<file path="src/rtl/systolic_output_collector_pkg.sv">
// rtl/systolic_output_collector_pkg.sv - shared timing and sizing constants for the PE array and its collector
package systolic_output_collector_pkg;
  localparam int WORDLENGTH = 16;
  localparam int NUM_PE = 8;
  localparam int SLOT_CYCLES = 30;
  localparam logic [4:0] SLOT_CNT_RESET = 5'd31;
  localparam int FIFO_DEPTH = 4;
  localparam int FILL_W = $clog2(FIFO_DEPTH) + 1;

  typedef struct packed {
    logic [2:0]            pe;
    logic [WORDLENGTH-1:0] word;
  } sample_t;
endpackage

</file>
<file path="src/rtl/systolic_output_collector_if.sv">
// rtl/systolic_output_collector_if.sv - valid/ready sample port toward the interpolated-sample consumer
interface systolic_output_collector_if
  import systolic_output_collector_pkg::*;
#(
  parameter int WL = WORDLENGTH
) ();
  logic [WL-1:0] out_word;
  logic [2:0]    out_pe;
  logic          out_valid;
  logic          out_ready;

  modport master (output out_word, output out_pe, output out_valid, input out_ready);
  modport slave  (input out_word, input out_pe, input out_valid, output out_ready);
endinterface

</file>
<file path="src/rtl/systolic_output_collector_fifo.sv">
// rtl/systolic_output_collector_fifo.sv - small synchronous FIFO with a registered head entry
module collector_fifo #(
  parameter int WIDTH = 19,
  parameter int DEPTH = 4
) (
  input  logic                     clk30x,
  input  logic                     reset,
  input  logic                     push,
  input  logic                     pop,
  input  logic [WIDTH-1:0]         wdata,
  output logic [WIDTH-1:0]         head,
  output logic                     full,
  output logic                     empty,
  output logic [$clog2(DEPTH):0]   fill
);
  localparam int AW = $clog2(DEPTH);
  localparam int CW = AW + 1;

  logic [WIDTH-1:0] mem [DEPTH];
  logic [AW-1:0]    wr_ptr;
  logic [AW-1:0]    rd_ptr;
  logic [CW-1:0]    count;
  logic             do_push;
  logic             do_pop;

  assign full    = (count == CW'(DEPTH));
  assign empty   = (count == '0);
  assign do_pop  = pop && !empty;
  // A full queue still accepts a write when the head leaves in the same cycle.
  assign do_push = push && (!full || do_pop);
  assign head    = mem[rd_ptr];
  assign fill    = count;

  always_ff @(posedge clk30x) begin
    if (reset) begin
      for (int i = 0; i < DEPTH; i++) mem[i] <= '0;
      wr_ptr <= '0;
      rd_ptr <= '0;
      count  <= '0;
    end else begin
      if (do_push) begin
        mem[wr_ptr] <= wdata;
        wr_ptr      <= wr_ptr + 1'b1;
      end
      if (do_pop) rd_ptr <= rd_ptr + 1'b1;
      case ({do_push, do_pop})
        2'b10:   count <= count + 1'b1;
        2'b01:   count <= count - 1'b1;
        default: count <= count;
      endcase
    end
  end
endmodule

</file>
<file path="src/rtl/systolic_output_collector.sv">
// rtl/systolic_output_collector.sv - captures each PE result at its window close and queues it for the consumer
module systolic_output_collector
  import systolic_output_collector_pkg::*;
(
  input  logic                           clk30x,
  input  logic                           reset,
  input  logic [NUM_PE*WORDLENGTH-1:0]   pe_words,
  systolic_output_collector_if.master    sample,
  output logic                           overflow,
  output logic [FILL_W-1:0]              fill
);
  localparam logic [4:0] SLOT_LAST = 5'(SLOT_CYCLES - 1);

  logic [4:0]            slot_cnt;
  logic [2:0]            word_idx;
  logic [2:0]            warmup;
  logic [2:0]            cap_pe;
  logic                  cap;
  logic                  push;
  logic                  pop;
  logic                  full;
  logic                  empty;
  logic [WORDLENGTH-1:0] pe_arr [NUM_PE];
  sample_t               cap_entry;
  sample_t               head;

  for (genvar g = 0; g < NUM_PE; g++) begin : g_unpack
    assign pe_arr[g] = pe_words[g*WORDLENGTH +: WORDLENGTH];
  end

  // Window of PE k closes at the end of the slot preceding word k, hence word_idx+1.
  assign cap       = (slot_cnt == SLOT_LAST);
  assign cap_pe    = word_idx + 3'd1;
  assign cap_entry = '{pe: cap_pe, word: pe_arr[cap_pe]};
  assign push      = cap && (warmup == 3'd7);
  assign pop       = sample.out_valid && sample.out_ready;

  always_ff @(posedge clk30x) begin
    if (reset) begin
      slot_cnt <= SLOT_CNT_RESET;
      word_idx <= '0;
      warmup   <= '0;
      overflow <= 1'b0;
    end else begin
      if (cap) begin
        slot_cnt <= '0;
        word_idx <= word_idx + 3'd1;
      end else begin
        slot_cnt <= slot_cnt + 5'd1;
      end
      if (cap && warmup != 3'd7) warmup <= warmup + 3'd1;
      if (push && full && !pop) overflow <= 1'b1;
    end
  end

  collector_fifo #(
    .WIDTH ($bits(sample_t)),
    .DEPTH (FIFO_DEPTH)
  ) u_fifo (
    .clk30x (clk30x),
    .reset  (reset),
    .push   (push),
    .pop    (pop),
    .wdata  (cap_entry),
    .head   (head),
    .full   (full),
    .empty  (empty),
    .fill   (fill)
  );

  assign sample.out_valid = !empty;
  assign sample.out_word  = head.word;
  assign sample.out_pe    = head.pe;
endmodule

</file>
<file path="src/flat_wrapper.sv">
// flat-port wrapper written by rule: the top's interface ports become plain ports
module systolic_output_collector_flat import systolic_output_collector_pkg::*;
  (clk30x, reset, pe_words, overflow, fill, sample_out_word, sample_out_pe, sample_out_valid, sample_out_ready);
  systolic_output_collector_if sample_i ();
  input  logic clk30x;
  input  logic reset;
  input  logic [NUM_PE*WORDLENGTH-1:0] pe_words;
  output logic overflow;
  output logic [FILL_W-1:0] fill;
  output wire logic [$bits(sample_i.out_word)-1:0] sample_out_word;
  output wire logic [$bits(sample_i.out_pe)-1:0] sample_out_pe;
  output wire logic [$bits(sample_i.out_valid)-1:0] sample_out_valid;
  input wire logic [$bits(sample_i.out_ready)-1:0] sample_out_ready;
  assign sample_out_word = sample_i.out_word;
  assign sample_out_pe = sample_i.out_pe;
  assign sample_out_valid = sample_i.out_valid;
  assign sample_i.out_ready = sample_out_ready;
  systolic_output_collector u_core (.clk30x(clk30x), .reset(reset), .pe_words(pe_words), .sample(sample_i), .overflow(overflow), .fill(fill));
endmodule
</file>
<file path="config.mk">
export PLATFORM = sky130hd
export DESIGN_NAME = systolic_output_collector_flat
export DESIGN_NICKNAME = d
export VERILOG_FILES = /design/src/rtl/systolic_output_collector_pkg.sv /design/src/rtl/systolic_output_collector_if.sv /design/src/rtl/systolic_output_collector_fifo.sv /design/src/rtl/systolic_output_collector.sv /design/src/flat_wrapper.sv
export SDC_FILE = /design/constraint.sdc
export NUM_CORES = 1
export LEC_CHECK = 0
export CORE_MARGIN = 2
export CORE_UTILIZATION = 43
export DETAILED_ROUTE_END_ITERATION = 10
export PLACE_DENSITY = 0.77
export SYNTH_ARGS = -nofsm -noshare
export SYNTH_HDL_FRONTEND = slang
export SYNTH_SLANG_ARGS = --single-unit
</file>
<file path="constraint.sdc">
create_clock -name clk30x -period 2.4 [get_ports clk30x]
set_input_delay 0.24 -clock clk30x [delete_from_list [all_inputs] [get_ports clk30x]]
set_output_delay 0.24 -clock clk30x [all_outputs]
set_load 0.005 [all_outputs]
</file>
Yosys cells after proc, flatten, opt, wreduce, memory -nomap -nowiden
Memories as Yosys holds them, arrays and structs flattened. A register that Yosys moved wholly into a read port is not among the register bits.
Cells that the tools add are included.
Widths: inputs -> output; s select.
- flip-flop bits (word level): 19
- latch bits: 0
- memory bits (writable): 76
- bits in read-only memories: 0
- input port bits: 131
- output and inout port bits: 24
- logic and storage cells: 52
- memories kept: 1
- add/sub/neg operators: 7
- $mul: 0
- div/mod/pow operators: 0
- order comparisons: 1
- equal/unequal tests: 6
- shift operators: 0
- mux-type cells: 15
- bitwise operators: 1
- reductions and logical operators: 14
- memories (memory ; depth ; width ; read ports ; clocked after Yosys merged registers in ; write ports ; line ; RTL):
    u_core.u_fifo.mem ; 4 ; 19 ; 1 ; 1 ; 4 ; systolic_output_collector_fifo.sv:19 ; logic [WIDTH-1:0] mem [DEPTH];
- operators by type and width (kind ; number):
    $bmux 16 s3 ; 1
    $mux 16 ; 2
    $mux 19 ; 1
    $reduce_or 19->1 ; 1
    $add 3x1->3 const B ; 3
    $logic_and 1x1->1 ; 7
    $eq 3x3->1 const B ; 2
    $mux 1 ; 6
    $mux 2 ; 3
    $pmux 3 s2 ; 1
    $add 5x1->5 const B ; 1
    $eq 5x5->1 const B ; 1
    $mux 5 ; 1
    $add 2x1->2 const B ; 2
    $ge 4x4->1 const B ; 1
    $not 3->4 ; 1
    $logic_not 1->1 ; 3
    $logic_not 3->1 ; 1
    $ne 3x3->1 const B ; 1
    $sub 3x1->3 const B ; 1
    $eq 2x1->1 const B ; 1
    $eq 2x2->1 const B ; 1
    $reduce_bool 2->1 ; 1
    $logic_or 1x1->1 ; 1

Depth between registers and ports, before layout
- word-level depth: 11
- depth in mapped cells: 11
- depth with buffers taken out: 10

Cells and area by module
From an unflattened synthesis, not the netlist that was laid out.
- cells, all modules: 358
- area total of the unflattened synthesis: 5371.4 um^2
- by module, submodules not included (module ; times used ; cells each ; area an instance (um^2) ; seq. area each (um^2)):
    collector_fifo ; 1 ; 239 ; 3764.9 ; 2462.4
    systolic_output_collector ; 1 ; 119 ; 1606.5 ; 240.2

Least setup slack after synthesis
Ideal clock, no wire load.
- path kind: register -> register
- from: reg u_core.warmup[0]
- to: mem u_core.u_fifo.mem[0][0] (enable)
- setup time: 0.378 ns
- arrival time: 2.161 ns
- required time: 2.022 ns
- slack: -0.139 ns
- cell stages (with the launch flop): 8
- path buffers: 1
- clock period less this slack: 2.539 ns
- path through: dfxtp_1 ha_1 ha_1 buf_2 inv_1 or4_4 or3_4 nand2b_1
- RTL lines (element ; line ; RTL):
    from (decl) ; systolic_output_collector.sv:16 ; logic [2:0] warmup;
    from (signal assigned) ; systolic_output_collector.sv:51 ; if (cap && warmup != 3'd7) warmup <= warmup + 3'd1;
    to (decl) ; systolic_output_collector_fifo.sv:19 ;

==> flow_summary_export.csv <==
group,metric,value,unit
placement,place_ws,0.0345,ns
detailed_routing,vias_per_cell,5.52,
setup_path,end_kind,"flip-flop",
finish,syn_to_final_growth,43.5,%
detailed_routing,wirelength,12800,um
timing,relSlewSlack,0.563,
power,internal_power,3.45,mW
clock_network,cts.path.max_buffers,2,
global_route,antenna_found_initial,0,
timing,period_needed,2.28,ns
clock_network,cts.sinks,97,
placement,portBuffers,154,
global_route,grt_pass1_wl,20500,um
power,sw_frac_of_total,0.250,
worst_hold_path,hp-class,"reg -> reg",
detailed_routing,drtPass1Iterations,4,
finish,num_antenna_cells,0,
floorplanning,ios,155,
detailed_routing,final_antenna_net_count,0,
finish,nNetsFinal,656,
finish,multi_input_area,2250,um2
floorplanning,core_area,11500,um2
finish,fillCellCount,857,
floorplanning,die_area,12700,um2
timing,rsz0062_at_grt,"false",
finish,drive_gt1_frac,0.221,
clock_network,clkLatencyLatePin,0.34,ns
floorplanning,rows,39,
logic_synthesis,synth-simple-area-share,0.110,
floorplanning,die_x,112,um
logic_synthesis,syn_nets,493,
setup_path,r2r_start,"u_core.warmup[0]$_SDFFE_PP0P_",
floorplanning,start_util,0.441,
power,seqPwrFrac,0.426,
timing,setup_slack,0.119,ns
setup_path,critPathLaunchType,"flip-flop",
logic_synthesis,yosysSeqAreaShare,0.534,
timing,fin_crit_sh,0.951,
power,p_switching,1.15,mW
logic_synthesis,synth-compound-area-share,0.0277,
timing,fmax,438,MHz
detailed_routing,wl_per_cell,19.2,um
clock_network,clk_pin_slew,0.06,ns
detailed_routing,drtIter0Drc,229,
power,irDropWorstVdd,0.402,mV
global_route,gr-total-overflow,0,
logic_synthesis,synthAdderAreaFrac,0.0163,
status,status,"finished, final reports clean",
timing,setup_viol,0,
timing,tns,0,ns
global_route,grt_pass1_vias,3961,
setup_path,worst_ep_required_time,2.45,ns
setup_path,crit_arrival,2.33,ns
floorplanning,die_h,112,um
setup_path,path_depth,7,
logic_synthesis,yosysWarnings,0,
clock_network,cts_tree,"built",
setup_path,worst-r2r-setup-slack,0.12,ns
finish,final_common_cell,"clkdlybuf4s50_1",
timing,maxSlewViolCount,0,
timing,tightest_slew,0.637,ns
global_route,grt_start_max_net_pins,34,
timing,clock_skew,0.00748,ns
setup_path,crit_path_top_delay_cell,"or4_4",
setup_path,path_class,"reg -> reg",
finish,mostFrequentLayoutCells,"clkdlybuf4s50_1, nor2_1, edfxtp_1",
clock_network,cts_made_buffers,9,
logic_synthesis,synth_top_family_by_area,"multiplexers",
detailed_routing,drcViolationCount,0,
setup_path,path_delay_family,"simple AND/OR/NAND/NOR gates",
logic_synthesis,synth_xor_xnor_area_share,0.0173,
setup_path,crit_fanout,8,
global_route,grt_usage,0.214,
power,p_clk_frac,0.326,
setup_path,crit_start,"u_core.warmup[0]$_SDFFE_PP0P_",
clock_network,cts-root-buf,"clkbuf_16",
clock_network,cts_max_level,3,
logic_synthesis,syn_area,5060,um2
power,leakagePower,2.52,nW
setup_path,crit_path_end,"u_core.u_fifo.mem[0][12]$_SDFFCE_PN0P_",
logic_synthesis,synth_mux_area_frac,0.265,
finish,final-seq-area,2700,um2
placement,place_congestion,0.841,
logic_synthesis,synth_area_per_cell,14.2,um2
power,p_per_area,633,nW/um2
setup_path,r2r_end,"u_core.u_fifo.mem[0][12]$_SDFFCE_PN0P_",
setup_path,crit_chain,"ha_1 -> ha_4 -> inv_1 -> or4_4 -> or3_4 -> nand2b_2 -> buf_4",
logic_synthesis,yosysUniqueCellTypes,41,
clock_network,postCtsHoldBufs,0,
placement,hpwl,9410,um
logic_synthesis,syn_inst,356,
setup_path,crit_path_max_incr_delay,0.54,ns
job,cap_viol_max_count,0,
detailed_routing,via_count,3681,
setup_path,critical_path_buf_inv_count,2,
setup_path,ff2ff_path_depth,7,
timing,hold_viol_final,0,
logic_synthesis,synth-seq-cells,97,
power,p_comb_frac,0.247,
[worst min-delay path: stages (launching register included)]
cell,delay (ns)
dfxtp_1,0.32
nand2_1,0.05
a21oi_1,0.05
[layer usage]
| layer | global-route usage | wire length, um |
|---|---|---|
| met5 | 0 | 0 |
| met4 | 0.0699 | 278 |
| met3 | 0.0491 | 867 |
| met2 | 0.366 | 6710 |
| met1 | 0.272 | 4980 |
[cells by family after synthesis]
| kind of cell | after synthesis |
|---|---|
| flops | 97 |
| compound gates | 21 |
| simple gates | 120 |
| fa+ha+maj | 6 |
| mux | 70 |
| buf+inv | 32 |
| xor+xnor | 10 |
[power groups by stage]
stage	Sequential (mW)	Combinational (mW)	Clock, mW
floorplan	1.97	0.691	0
global placement	1.99	1.12	0
detailed placement	2.00	1.14	0
CTS	1.96	1.15	1.52
global route	1.97	1.23	1.59
finish	1.96	1.14	1.50
[final cells by class]
class	count	area share
clock inverter	6	0.0114
sequential	97	0.372
timing repair buffer	178	0.247
tap	143	0.0246
inverter	6	0.00310
multi-input combinational	227	0.310
clock buffer	10	0.0315
[registers in the layout, summed over array words and instances (netlist names), named ones only]
| name | cells |
|---|---|
| u_core.overflow | 1 |
| u_core.slot_cnt | 5 |
| u_core.word_idx | 3 |
| u_core.u_fifo.mem | 76 |
| u_core.u_fifo.fill | 3 |
| u_core.warmup | 3 |
| u_core.u_fifo.wr_ptr | 2 |
| u_core.u_fifo.rd_ptr | 2 |
[how the worst min path moves through the flow]
stage / to / depth (start not counted) / from / slack [ns]
2_1_floorplan: u_core.word_idx[1]$_SDFFE_PP0N_ / 2 / u_core.word_idx[1]$_SDFFE_PP0N_ / 0.44
3_3_place_gp: u_core.word_idx[1]$_SDFFE_PP0N_ / 2 / u_core.word_idx[1]$_SDFFE_PP0N_ / 0.46
3_5_place_dp: u_core.word_idx[1]$_SDFFE_PP0N_ / 2 / u_core.word_idx[1]$_SDFFE_PP0N_ / 0.46
4_1_cts: u_core.word_idx[1]$_SDFFE_PP0N_ / 2 / u_core.word_idx[1]$_SDFFE_PP0N_ / 0.47
5_1_grt: u_core.word_idx[1]$_SDFFE_PP0N_ / 2 / u_core.word_idx[1]$_SDFFE_PP0N_ / 0.49
6_report: u_core.word_idx[1]$_SDFFE_PP0N_ / 2 / u_core.word_idx[1]$_SDFFE_PP0N_ / 0.47
[cells in the mapped netlist]
cell type	instances	area (um2)
a211o_1	1	8.76
a21o_1	2	15.0
a21oi_1	4	20.0
or4_4	1	11.3
o211ai_1	1	7.51
nand4_1	1	6.26
nand2_1	10	37.5
mux4_2	51	1150
o21bai_1	6	45.0
o31a_1	1	8.76
a31oi_1	2	12.5
nand2b_1	2	12.5
nand3b_1	1	7.51
buf_1	3	11.3
nor2_2	10	62.6
xnor2_1	5	43.8
a211oi_1	1	7.51
buf_6	2	22.5
or3_1	2	12.5
nor2_1	81	304
nand4_4	1	21.3
nand3_1	3	15.0
dfxtp_1	21	420
nor4b_1	1	8.76
inv_1	6	22.5
xor2_1	5	43.8
o21ai_0	3	15.0
ha_1	5	62.6
buf_2	11	55.1
edfxtp_1	76	2280
fa_1	1	20.0
or4b_2	1	10.0
and4_1	1	8.76
or4_1	1	7.51
or2_1	1	6.26
nor4_1	1	6.26
mux2i_1	17	170
mux2_2	2	22.5
clkbuf_1	10	37.5
or3b_2	1	8.76
or3_4	1	11.3
[through the flow]
step           hold slack [ns]  cell area, um2  total power, mW   util  std cells
2_1_floorplan            0.440            5070             2.66      -        356
3_3_place_gp             0.455            6930             3.11  0.605        651
3_5_place_dp             0.461            6930             3.14  0.605        651
4_1_cts                  0.471            7240             4.63  0.632        667
5_1_grt                  0.489            7260             4.80  0.633        667
6_report                 0.474            7260             4.60  0.633        667
[repair_timing]
action | in CTS | in global routing
buffers inserted | 0 | 0
endpoints found under the hold margin | 0 | 0
endpoints found under the setup margin | 0 | 26
gates resized for setup | 0 | 5
No activity file was read; power rests on OpenSTA's default activity.
==> RTL edit 1, RTL diff (config.mk and constraints unchanged) <==
Reset style: asynchronous (`reset`), changed in 2 clocked blocks.
--- a/src/rtl/systolic_output_collector_fifo.sv
+++ b/src/rtl/systolic_output_collector_fifo.sv
@@ -32,5 +32,5 @@
   assign fill    = count;
 
-  always_ff @(posedge clk30x) begin
+  always_ff @(posedge clk30x or posedge reset) begin
     if (reset) begin
       for (int i = 0; i < DEPTH; i++) mem[i] <= '0;
--- a/src/rtl/systolic_output_collector.sv
+++ b/src/rtl/systolic_output_collector.sv
@@ -36,5 +36,5 @@
   assign pop       = sample.out_valid && sample.out_ready;
 
-  always_ff @(posedge clk30x) begin
+  always_ff @(posedge clk30x or posedge reset) begin
     if (reset) begin
       slot_cnt <= SLOT_CNT_RESET;
Formal check against the unedited RTL: same outputs for any inputs over 10 cycles, from zero or initial values and one cycle with reset high; that may be too few to reach the edited logic, so the function may still have changed.
==> RTL edit 1 against the original RTL <==
  * Register-to-register slack better by 0.03 ns
  * Area after synthesis up 3.1%
  * Critical path depth down 4
  * Routed wire length down 0.74%
  * Worst setup slack worse by 0.0021 ns
  * Sequential share of layout area down 4.1 points
  * Sequential cell count down 2
  * Cell area down 0.76%
  * Largest cell class is now multi-input combinational cells
Power is not compared: it rests on default switching activity, and its combinational part moved more than twofold at a synthesized area within 25%.
==> RTL edit 1: results (changes against the original RTL) <==
* Actual slew at the worst max-slew pin at 0.600 ns (-0.0368 ns)
* Synth top area cells: dfrtp_1 43%, mux4_2 18%, nand2_1 5.5%
* Register area share after synthesis at 0.457 (-0.0773)
* Async S/R FF share, synth at 1.00 (+1.00)
* Postcts setup bufs at 0 (unchanged)
* Drt via density at 5.50 (-0.38%)
* Total iterations of the first detailed-routing run at 4 (unchanged)
* First-pass GRT wire length at 20500 µm (-0.40%)
* Tot GR Track Use at 0.205 (-0.00866)
* Cts repair resizes at 0 (unchanged)
* Synth cell count leaders: 90 x dfrtp_1, 77 x nand2_1, 51 x o21ai_1
* Status: finished, final reports clean
* Number of global-route vias before repair at 4111 (+3.8%)
* Slowest cell on crit path: dfrtp_1
* Clk_lat worst skew at 0.34 ns (about the same)
* Hold Path Class: input pin to asynchronous set/reset pin
* Final non-filler cell total at 703 (+5.4%)
* CP arrival at 2.04 ns (-0.29 ns)
* Top flop regs: u_core.u_fifo.mem: 76 flops, u_core.slot_cnt: 5 flops
* Syn_nets at 540 (+9.5%)
* Nets at 691 (+5.3%)
* RD Place Congestion at 0.746 (-11%)
* CTS Buf Count at 9 (unchanged)
* Netlist cell types at 37 (-9.8%)
* Maximum vdd drop at approximately 0.00035 V
* Clk buf depth at 2 (unchanged)
* Initial drt markers at 266 (+16%)
* PortBufs at 154 (unchanged)
* Worst Path Max Fanout at 9 (+1)
* Initial antenna violation count at 1 (+1)
* Max stage delay on crit path at 0.59 ns (+0.05 ns)
* Pin count of the biggest net entering global routing at 79 (+130%)
* Root buffer cell: clkbuf_16
* DPL Wire Length at 9650 µm (+2.5%)
* Synthesized instance count at 399 (+12%)
* Avg WL per Cell at 18.1 µm (-5.8%)
* DP Worst Slack at 0.232 ns (+0.198 ns)
* Clk slew on worst S/H paths at 0.06 ns (about the same)
* Synth warn at 0 (unchanged)
* Lkg Pwr at between 3 and 4 nW
* Skew final at 0.00840 ns (+0.000917 ns)
* Layout cells sized above 1 at 0.177 (-0.0448)
* Top-area cell type share of the netlist area at 0.432 (-0.0194)
* H-tree levels at 3 (unchanged)
-- RTL edit 1: critical path: cells and delay by family, from the launching register on --
kind,cells,cell delay (ns)
buf+inv,2,0.74
flops,1,0.59
mux,1,0.37
-- RTL edit 1: kinds of logic after synthesis --
logic type | synth area share
adders and majority gates | 0.0254
AOI/OAI and AO/OA | 0.0803
muxes | 0.280
buffers and inverters | 0.0489
xor gates and xnor gates | 0.0216
and+or+nand+nor | 0.0875
DFF | 0.457
-- RTL edit 1: report_power, final --
| part | total (mW) | leakage, nW | switching (mW) | internal [mW] |
|---|---|---|---|---|
| Clock | 1.45 | 0.147 | 0.601 | 0.845 |
| Sequential | 1.60 | 1.30 | 0 | 1.60 |
| Combinational | 0.323 | 1.61 | 0.0880 | 0.235 |
-- RTL edit 1: area by class of cell --
class                   instances  area (µm²)
well taps                     147         184
clock inverters                 5        63.8
diodes                          1        2.50
fillers                       903        4700
multi-input cells             270        2580
repair buffers                169        1730
flip-flops and latches         95        2380
clock buffers                  11         243
inverters                       5        22.5
-- RTL edit 1: stage by stage --
| step | cell area, µm² | hold slack [ns] |
|---|---|---|
| final | 7210 | 0.248 |
| after global routing | 7210 | 0.285 |
| after CTS | 7210 | 0.251 |
| after detailed placement | 6900 | 0.466 |
| after global placement | 6900 | 0.456 |
| after floorplan | 5220 | 0.444 |
-- RTL edit 1: metal layers --
layer / vias to the layer above / part of all wire / track usage
li1: 1791 / - / -
met1: 1938 / 0.40 / 0.251
met2: 121 / 0.53 / 0.360
met3: 15 / 0.052 / 0.0413
met4: 0 / 0.021 / 0.0797
met5: - / 0 / 0
-- RTL edit 1: path summary, 6_finish.rpt --
kind / slack, ns / startpoint / endpoint / depth (start not counted)
min in group clk30x: 0.48 / u_core.u_fifo.mem[7] / u_core.u_fifo.mem[7] / 2
setup / recovery: 0.12 / u_core.u_fifo.rd_ptr[0] / sample_out_word[13] / 3
setup reg to reg: 0.15 / u_core.word_idx[0] / u_core.u_fifo.mem[68] / 6
max in group asynchronous: 1.44 / reset / u_core.u_fifo.mem[11] / 3
hold reg to reg: 0.48 / u_core.u_fifo.mem[7] / u_core.u_fifo.mem[7] / 2
hold / removal: 0.25 / reset / u_core.u_fifo.fill[0] / 2
==> RTL edit 2, RTL diff (same flow settings) <==
Made on the original files. Set the package constant `FIFO_DEPTH` to 16 (it was 4).
--- a/src/rtl/systolic_output_collector_pkg.sv
+++ b/src/rtl/systolic_output_collector_pkg.sv
@@ -5,5 +5,5 @@
   localparam int SLOT_CYCLES = 30;
   localparam logic [4:0] SLOT_CNT_RESET = 5'd31;
-  localparam int FIFO_DEPTH = 4;
+  localparam int FIFO_DEPTH = 16;
   localparam int FILL_W = $clog2(FIFO_DEPTH) + 1;
 
Ports: changed (resized fill); port bits go from 155 to 157. No check against the original RTL was run, so the function may have changed too.
==> RTL edit 2 against the original RTL <==
  * The flow now finishes with violations (setup timing)
  * Sequential power increased to 3.4 times the old value
  * First-iteration DRC count increased to 5.4 times the old value
  * Cell count increased to 2.6 times the old value
  * Total power increased to 3.3 times the old value
  * Critical path depth decreased by 1
  * Routed wire length increased to 3.3 times the old value
  * Clock skew increased by 0.013 ns
  * Worst setup slack got worse by 0.46 ns
  * Sequential cell count increased by 236
  * Combinational power increased to 2.6 times the old value
  * Count of clock-buffer cells in the layout increased by 29
  * Area after synthesis increased to 3.0 times the old value
  * Cell area increased to 2.7 times the old value
  * Critical path type is now register to output port
  * Largest cell class unchanged
==> RTL edit 2: results (changes against the original RTL) <==
* Status: complete, but fails checks
* Violated checks: setup timing
* Met2 usage at 0.397 (+0.0314)
* CP arrival at 2.50 ns (+0.17 ns)
* Synth top area cells: edfxtp_1 60%, mux4_2 19%, nor2_1 8.0%
* Reg-to-reg critical path endpoint: u_core.u_fifo.fill[4]
* Register area at 0.00972 mm² (+260%)
* DP Worst Slack at -0.120 ns (-0.155 ns)
* Tot GR Track Use at 0.233 (+0.0191)
* Nets at 1406 (+110%)
* Worst Path Max Fanout at 6 (-2)
* # fillers at 2721 (+220%)
* Met3 Usage GRT at 0.0546 (+0.00542)
* Worst setup margin at -0.337 ns (-0.455 ns)
* Avg WL per Cell at 24.2 µm (+26%)
* Pin count of the biggest net entering global routing at 50 (+47%)
* R2r worst-path depth at 10 (+3)
* PortBufs at 156 (+1.3%)
* Final setup viols at 20 (+20)
* Postcts setup bufs at 22 (+22)
* Lkg Pwr at 6.80 nW (+170%)
* Netlist cell types at 38 (-7.3%)
* Synth cell count leaders: 326 x nor2_1, 304 x edfxtp_1, 127 x mux4_2
* Slowest cell on crit path: mux4_2
* Crit path to: sample_out_pe[0]
* Clk buf depth at 3 (+1)
* Met1 Use GR at 0.293 (+0.0209)
* Switching power at 3.69 mW (+220%)
* Final wirelength at 42300 µm (+230%)
* RD Place Congestion at 0.826 (-1.8%)
* Power per standard cell area at 765 mW/mm² (+21%)
* Placed instance count at 1659 (+150%)
* Post-synth EDFFs at 304 (+300%)
* Total iterations of the first detailed-routing run at 5 (+1)
* Hold Slack at 0.459 ns (-0.0149 ns)
* First-pass GRT wire length at 63100 µm (+210%)
* Clk_lat worst skew at 0.52 ns (+0.18 ns)
* Max FFs per register at 304 (+300%)
* Initial drt markers at 1233 (+440%)
* Metal3 WL at 4600 µm (+430%)
* TNS Setup at -5.03 ns (-5.03 ns)
* Skew final at 0.0207 ns (+0.0132 ns)
* Maximum vdd drop at 0.000564 V (+40%)
* Internal reg-to-reg setup slack at 0 ns (-0.12 ns)
* Async S/R FF share, synth at 0 (unchanged)
* DR WL met2 at 21400 µm (+220%)
* FF-to-FF Start: u_core.u_fifo.fill[0]
* H-tree levels at 2 (-1)
* CTS Buf Count at 34 (+25)
* Max-slew headroom at 0.629 (+0.0663)
* Cts repair resizes at 100 (+100)
* Register share of total power at 0.447 (+0.021)
* Register area share after synthesis at 0.635 (+0.101)
* Syn Area/Cell at 15.0 µm² (+5.4%)
* Number of global-route vias before repair at 10700 (+170%)
* Layout cells sized above 1 at 0.287 (+0.0659)
* WL met1 at 14900 µm (+200%)
* Clk power at 5.34 mW (+260%)
* DPL Wire Length at 27000 µm (+190%)
-- RTL edit 2: cell count changes after synthesis, sizes merged, moves of 6 or more --
cell,before,now
nor2b,0,8
ha,5,11
nor2,91,326
buf,16,58
dfxtp,21,29
nand2b,2,18
nand4,2,9
clkbuf,10,34
nand3,3,16
mux4,51,127
edfxtp,76,304
-- RTL edit 2: area by class of cell --
type	instances	area share
clock buffers	39	0.0454
clock inverters	21	0.0117
inverters	6	0.00115
multi-input cells	591	0.266
flip-flops and latches	333	0.496
well taps	461	0.0294
repair buffers	298	0.151
-- RTL edit 2: cells by family (layout without fill, tap and decap cells) --
group / after synthesis / count (layout) / share of synthesized area
flops: 333 / 333 / 0.635
simple gates: 394 / 394 / 0.105
buf+inv: 98 / 364 / 0.0297
fa+ha+maj: 11 / 11 / 0.00900
compound gates: 21 / 22 / 0.00998
xor+xnor: 15 / 15 / 0.00859
mux: 149 / 149 / 0.203
